File: src/rtl/iterative_mod_unit.sv
// iterative_mod_unit
//   Unsigned divider producing quotient and remainder by restoring division,
//   one quotient bit per clock. Operands arrive on a valid/ready handshake and
//   results leave on a valid/ready handshake. A zero divisor, and optionally a
//   dividend smaller than the divisor, complete without iterating.
//
//   Ports
//     clk          clock, all logic on the rising edge
//     rst          synchronous active-high reset
//     in_valid     operand pair valid
//     in_ready     unit can accept operands (high only in IDLE)
//     dividend     unsigned dividend
//     divisor      unsigned divisor
//     out_valid    result valid (high only in DONE)
//     out_ready    consumer accepts result
//     quotient     dividend / divisor  (all ones for a zero divisor)
//     remainder    dividend % divisor  (dividend for a zero divisor)
//     div_by_zero  result was produced with divisor == 0
//     busy         unit is not idle
//
//   state | meaning
//   ------+---------------------------------------------------------------
//   IDLE  | waiting for an operand pair, in_ready high
//   CALC  | one restoring-division step per edge, WIDTH steps in total
//   DONE  | result presented, held until out_ready

module iterative_mod_unit #(
    parameter int WIDTH     = 16,
    parameter bit FAST_PATH = 1'b1
) (
    input  logic             clk,
    input  logic             rst,
    input  logic             in_valid,
    output logic             in_ready,
    input  logic [WIDTH-1:0] dividend,
    input  logic [WIDTH-1:0] divisor,
    output logic             out_valid,
    input  logic             out_ready,
    output logic [WIDTH-1:0] quotient,
    output logic [WIDTH-1:0] remainder,
    output logic             div_by_zero,
    output logic             busy
);

    localparam int CW = $clog2(WIDTH);
    localparam logic [CW-1:0] LAST_STEP = CW'(WIDTH - 1);

    typedef enum logic [1:0] {
        IDLE = 2'd0,
        CALC = 2'd1,
        DONE = 2'd2
    } state_t;

    state_t           state;
    logic [CW-1:0]    counter;
    logic [WIDTH-1:0] r_reg;
    logic [WIDTH-1:0] q_reg;
    logic [WIDTH-1:0] divisor_reg;

    logic [WIDTH:0]   shifted;
    logic [WIDTH:0]   diff;
    logic [WIDTH-1:0] r_next;
    logic [WIDTH-1:0] q_next;

    // The shifted partial remainder can reach 2*divisor-1, so the trial
    // subtraction is carried one bit wider; diff[WIDTH] is the borrow.
    assign shifted = {r_reg, q_reg[WIDTH-1]};
    assign diff    = shifted - {1'b0, divisor_reg};
    assign r_next  = diff[WIDTH] ? shifted[WIDTH-1:0] : diff[WIDTH-1:0];
    assign q_next  = {q_reg[WIDTH-2:0], ~diff[WIDTH]};

    always_ff @(posedge clk) begin
        if (rst) begin
            state       <= IDLE;
            counter     <= '0;
            r_reg       <= '0;
            q_reg       <= '0;
            divisor_reg <= '0;
            in_ready    <= 1'b1;
            out_valid   <= 1'b0;
            quotient    <= '0;
            remainder   <= '0;
            div_by_zero <= 1'b0;
            busy        <= 1'b0;
        end else begin
            case (state)
                IDLE: begin
                    if (in_valid) begin
                        divisor_reg <= divisor;
                        in_ready    <= 1'b0;
                        busy        <= 1'b1;
                        if (divisor == '0) begin
                            state       <= DONE;
                            quotient    <= '1;
                            remainder   <= dividend;
                            div_by_zero <= 1'b1;
                            out_valid   <= 1'b1;
                        end else if (FAST_PATH && (dividend < divisor)) begin
                            state       <= DONE;
                            quotient    <= '0;
                            remainder   <= dividend;
                            div_by_zero <= 1'b0;
                            out_valid   <= 1'b1;
                        end else begin
                            state   <= CALC;
                            counter <= '0;
                            r_reg   <= '0;
                            q_reg   <= dividend;
                        end
                    end
                end
                CALC: begin
                    r_reg   <= r_next;
                    q_reg   <= q_next;
                    counter <= counter + CW'(1);
                    if (counter == LAST_STEP) begin
                        state       <= DONE;
                        quotient    <= q_next;
                        remainder   <= r_next;
                        div_by_zero <= 1'b0;
                        out_valid   <= 1'b1;
                    end
                end
                DONE: begin
                    // in_ready stays low on the retirement edge, so a new
                    // operand pair is taken no earlier than the next edge.
                    if (out_ready) begin
                        state     <= IDLE;
                        out_valid <= 1'b0;
                        in_ready  <= 1'b1;
                        busy      <= 1'b0;
                    end
                end
                default: begin
                    state     <= IDLE;
                    out_valid <= 1'b0;
                    in_ready  <= 1'b1;
                    busy      <= 1'b0;
                end
            endcase
        end
    end

endmodule

File: config.mk
export PLATFORM = sky130hd
export DESIGN_NAME = iterative_mod_unit
export DESIGN_NICKNAME = d
export VERILOG_FILES = /design/src/rtl/iterative_mod_unit.sv
export SDC_FILE = /design/constraint.sdc
export NUM_CORES = 1
export LEC_CHECK = 0
export ABC_AREA = 1
export BUFFER_PORTS_ARGS = -buffer_cell sky130_fd_sc_hd__buf_2
export CORE_AREA = 5 5 109 101
export DETAILED_ROUTE_END_ITERATION = 10
export DIE_AREA = 0 0 114 106
export PLACE_DENSITY = 0.81
export SYNTH_ARGS = -nofsm -noshare
export SYNTH_HDL_FRONTEND = slang
export SYNTH_SLANG_ARGS = --single-unit
File: constraint.sdc
create_clock -name clk -period 3.1 [get_ports clk]
set_input_delay 0.31 -clock clk [delete_from_list [all_inputs] [get_ports clk]]
set_output_delay 0.31 -clock clk [all_outputs]
set_load 0.03 [all_outputs]
======== After elaboration in Yosys (flattened, before gate mapping) ========
Index checks and enable logic that the tools add are counted.
Widths: inputs -> output; s select.
storage, ports and cells
  output and inout bits ................... 36
  word-level logic and storage cells ...... 79
  bits of input ports ..................... 36
  register bits after elaboration ......... 90
cells by class
  add/sub/neg operators ................... 2
  reduce and logical (&&, ||, !) cells .... 9
  multiplexer cells ....................... 45
  magnitude comparators ................... 1
  equal/unequal tests ..................... 9
  bitwise logic cells ..................... 2
operator list
  kind                 count
  $mux 16              15
  $pmux 16 s2          4
  $sub 17x16->17       1
  $logic_not 16->1     1
  $lt 16x16->1         1
  $mux 1               12
  $mux 4               3
  $reduce_and 4->1     3
  $mux 2               5
  $ne 2x2->1 const B   5
  $pmux 1 s3           3
  $pmux 4 s2           1
  $pmux 2 s3           1
  $reduce_and 3->1     2
  $add 4x1->4 const B  1
  $eq 4x4->1 const B   1
  $ne 3x3->1 const B   1
  $eq 2x1->1 const B   1
  $eq 2x2->1 const B   1
  $logic_not 2->1      1
  $not 1->1            2
  $pmux 1 s2           1
  $reduce_and 2->1     1
  $reduce_bool 2->1    1

======== Logic depth before layout (Yosys ltp) ========
  word-level depth ........................ 5
  mapped depth ............................ 18
  depth with buffers taken out ............ 17

======== Worst setup path before layout ========
Ideal clock, no wire load.
  path type ............................... reg2reg
  start point ............................. register q_reg[15]
  end point ............................... register remainder[11]
  slack ................................... 0.893 ns
  stages on the path, launching flop included .. 19
  data arrival time ....................... 2.095 ns
  clock period less this slack ............ 2.207 ns
  setup time .............................. 0.112 ns
  path through ............................ dfxtp_1 -> inv_1 -> ha_1 -> fa_1 -> inv_1 -> nand2_1 -> nand2_1 -> nand3_1 -> nand2_1 -> nand2_1 -> nand2_1 -> nand2_1 -> nand2_1 -> buf_2 -> nand2_1 -> nand2_1 -> nor2_1 -> nor2_1 -> nor2_1
on the way
  word-level cells in the longest chain between the ends .. 4
ends and longest elaborated chain
  element                   RTL line  text
  start: declaration        57        logic [WIDTH-1:0] q_reg;
  start signal: assignment  108       q_reg <= dividend;
  start signal: assignment  114       q_reg <= q_next;
  $sub 17x16->17            68        assign diff = shifted - {1'b0, divisor_reg};
  $mux 16                   69        assign r_next = diff[WIDTH] ? shifted[WIDTH-1:0] : diff[WIDTH-1:0];
  $mux 16                   116       if (counter == LAST_STEP) begin
  $pmux 16 s2               86        case (state)
  end signal: assignment    95        remainder <= dividend;
  end signal: assignment    101       remainder <= dividend;
  end signal: assignment    119       remainder <= r_next;
  end: declaration          40        output logic [WIDTH-1:0] remainder,
Every way passes these cells. The select of a mux whose other input is x is not followed.
A chain may end at the register's enable or synchronous reset.

======== Worst setup path in the final report ========
  start point ............................. register q_reg[15]
  end point ............................... register remainder[8]
Same word-level chain as after synthesis.

==> results by group <==
Hold path
  • Cell count of the worst hold path: 3
  • Hold Path Class: input pin to register
  • Worst hold endpoint: divisor_reg[8]$_SDFFE_PP0P_
  • Min-Delay Startpoint: divisor[8]

Critical path
  • R2R cell count: 17
  • Worst Path Arrival: 2.78 ns
  • Worst path slowest cell: fa_1
  • Setup crit end kind: register
  • Critical path, cell by cell: inv_1, ha_1, fa_1, inv_1, nand2_1, nand2_1, nand3_1, nand2_1, nand2_1, nand2_1, nand2_1, nand2_1, nand2_1, nand2_1, nor2_1, nor2_1, nor2_1
  • Worst r2r src: q_reg[15]$_SDFFE_PP0P_
  • Worst setup SP type: register
  • Crit Path Class: register to register
  • R2R setup slack: 0.59 ns
  • CP required: 3.37 ns
  • Most frequent cell on the critical path: nand2_1
  • Crit-path max cell delay: 0.41 ns
  • CP Max Fanout: 13
  • Reg2reg end: remainder[8]$_SDFFE_PP0P_

Synthesis
  • Yosys warning count: 0
  • Simple-gate share of the synthesized area: 32.2%
  • Distinct cells, synth: 29
  • Synthesized cell area: 5550 um2
  • Top FF cell, synth: dfxtp_1
  • Synthesized flop and latch total: 90
  • Synth Area in XOR/XNOR: 1.10%
  • Compound-Gate Fraction of Synth Area: 13.5%
  • Share of flip-flops with an asynchronous set or reset: 0%
  • EDFF count, synth: 0
  • Area leader, netlist: dfxtp_1
  • Register area share after synthesis: 32.4%
  • Synth top area cells: dfxtp_1, nand2_1, inv_1, nor2_1, ha_1
  • Syn nets: 971
  • Synthesized area per cell: 6.16 um2
  • Largest family of logic cells by synthesized area: simple AND/OR/NAND/NOR gates
  • Mapped Cells: 902
  • Multiplexer area fraction after synthesis: 0%
  • Adder and majority gate portion of the synthesized area: 7.57%
  • Yosys top cell area share: 32.4%

Routing
  • Routed Antenna Nets: 0
  • WL per Instance: 13.9 um
  • Post-Route WL: 15100 um
  • DR vias: 5733
  • DRT Pass-1 Iters: 6
  • 1st-iter DRT viols: 486
  • Vias per std cell: 5.26
  • DRC viols: 0

Global routing
  • Largest net degree at the start of global routing: 39
  • Number of global-route vias before repair: 5228
  • Gr ovfl total: 0
  • Global-route wire length before repair: 24900 um
  • GRT Overall Usage: 25.5%
  • Initial antenna violation count: 0

Placement
  • Port Buffers: 71
  • Post-Place Setup Slack: 0.637 ns
  • Routability cong.: 0.926
  • DP Wirelength: 11600 um

STA
  • Tightest Pin Transition: 0.840 ns
  • RSZ-0062 raised after global routing: false
  • Setup TNS: 0 ns
  • Post-route setup slack: 0.594 ns
  • Clock skew: 0.0148 ns
  • Worst slew margin: 43.9%
  • Max Fclk: 399 MHz
  • Period utilization: 80.8%
  • Final Hold Vio Count: 0
  • Final worst path period need: 2.51 ns
  • Max-slew violations: 0
  • Min Hold Slack: 0.220 ns
  • Setup-failing EPs final: 0

Power
  • Post-route total power: 0.00700 W
  • NetSw: 0.00376 W
  • Cell leakage power: 3.22 nW
  • Clock share of power: 12.5%
  • Sequential cell fraction of total power: 25.2%
  • PwrDens: 1130 nW/um2
  • Peak supply drop: 0.666 mV
  • Net Sw Frac: 53.7%
  • Logic pwr share: 62.3%
  • P_int: 0.00324 W

CTS
  • Longest Clk Path Bufs: 2
  • H-tree depth: 3
  • Clk slew on worst S/H paths: 0.10 ns
  • CTS-repair resized insts: 0
  • Hold-fix buffers, CTS: 0
  • CTS tree: built
  • Worst skew pair latency: 0.37 ns
  • TritonCTS Buffers: 9
  • Clock root buffer: clkbuf_8
  • CTS Sinks: 90
  • Post-CTS Setup Inserts: 0

Final layout
  • Fill cell count: 954
  • # diodes: 0
  • Nets: 1025
  • Finished Core Util: 62.9%
  • Fraction of layout cells with a size suffix above 1: 11.4%
  • Syn-to-layout area delta: 11.6%

Die
  • Chip width: 114 um
  • Core area: 9850 um2
  • Die Height: 106 um
  • Starting Density: 56.4%
  • I/O Pins: 72
  • # rows: 35
  • Total die area: 12100 um2

Flow run
  • Maxcap violations: 0

Outcome
  • Status: finished, final reports clean
## metrics by stage
| step | cells | instance area (um2) |
|---|---|---|
| global placement | 1074 | 5980 |
| global route | 1090 | 6190 |
| finish | 1090 | 6190 |
| CTS | 1090 | 6190 |
| floorplan | 902 | 5550 |
| detailed placement | 1074 | 5980 |
## synth_stat cells, types with 2 or more instances
library cell	number
nand3_1	71
dfxtp_1	90
nor3_1	6
buf_4	4
nor2_2	4
ha_1	32
clkbuf_1	24
buf_2	7
o21bai_1	2
nor2_1	109
xnor2_1	3
inv_1	140
inv_2	6
a21oi_1	74
o21ai_0	68
buf_6	2
xor2_1	4
nand2_1	243
nand4_1	3
## power by group through the flow
stage,Sequential (W),Clock [W],Combinational [W]
4_1_cts,0.00176,0.000886,0.00430
3_5_place_dp,0.00179,0,0.00428
3_3_place_gp,0.00177,0,0.00423
6_report,0.00177,0.000875,0.00435
5_1_grt,0.00180,0.000935,0.00493
2_1_floorplan,0.00198,0,0.00308
## routing by layer
layer	share of wire, %	vias up	global-route usage [%]
met5	0	-	0
met1	47	2563	36.0
met2	42	212	38.4
met4	3.6	0	10.7
li1	-	2919	-
met3	7.7	39	3.93
## logic make-up (layout without fill, tap and decap cells)
logic type	Yosys count	count (layout)
simple gates	440	440
buf+inv	185	244
compound gates	147	147
flops	90	90
fa+ha+maj	33	33
xor+xnor	7	7
## cell type report
| type | count | area, um2 | share of cell area (%) |
|---|---|---|---|
| clock buffer | 9 | 124 | 2.00 |
| tap | 129 | 161 | 2.61 |
| multi-input combinational | 627 | 3020 | 48.7 |
| sequential | 90 | 1800 | 29.1 |
| inverter | 147 | 552 | 8.91 |
| timing repair buffer | 81 | 443 | 7.15 |
| clock inverter | 7 | 95.1 | 1.54 |
## critical path: cells and delay by family, from the launching register on
family | cells | cell delay [ns]
fa+ha+maj | 2 | 0.63
flops | 1 | 0.34
simple gates | 13 | 1.32
buf+inv | 2 | 0.12
## how the worst max path moves through the flow
stage,start,end,cells after the start
2_1_floorplan,q_reg[15]$_SDFFE_PP0P_,remainder[11]$_SDFFE_PP0P_,18
3_3_place_gp,q_reg[15]$_SDFFE_PP0P_,remainder[8]$_SDFFE_PP0P_,17
3_5_place_dp,q_reg[15]$_SDFFE_PP0P_,remainder[8]$_SDFFE_PP0P_,17
4_1_cts,q_reg[15]$_SDFFE_PP0P_,remainder[8]$_SDFFE_PP0P_,17
5_1_grt,q_reg[15]$_SDFFE_PP0P_,remainder[1]$_SDFFE_PP0P_,17
6_report,q_reg[15]$_SDFFE_PP0P_,remainder[8]$_SDFFE_PP0P_,17
## cells in the final DEF (no fill, tap or decap), types with 2 or more instances in the layout
cell type	synthesis	final
xnor2_1	3	3
a21oi_1	74	74
nor3_1	6	6
inv_2	6	6
xor2_1	4	4
o21ai_0	68	68
nand4_1	3	3
buf_4	4	9
nand3_1	71	71
o21bai_1	2	2
inv_8	0	2
nor2_1	109	109
nor2_2	4	4
inv_1	140	140
ha_1	32	32
inv_6	0	2
dfxtp_1	90	90
clkbuf_8	0	9
nand2_1	243	243
buf_2	7	71
(Power assumes the default switching activity.)
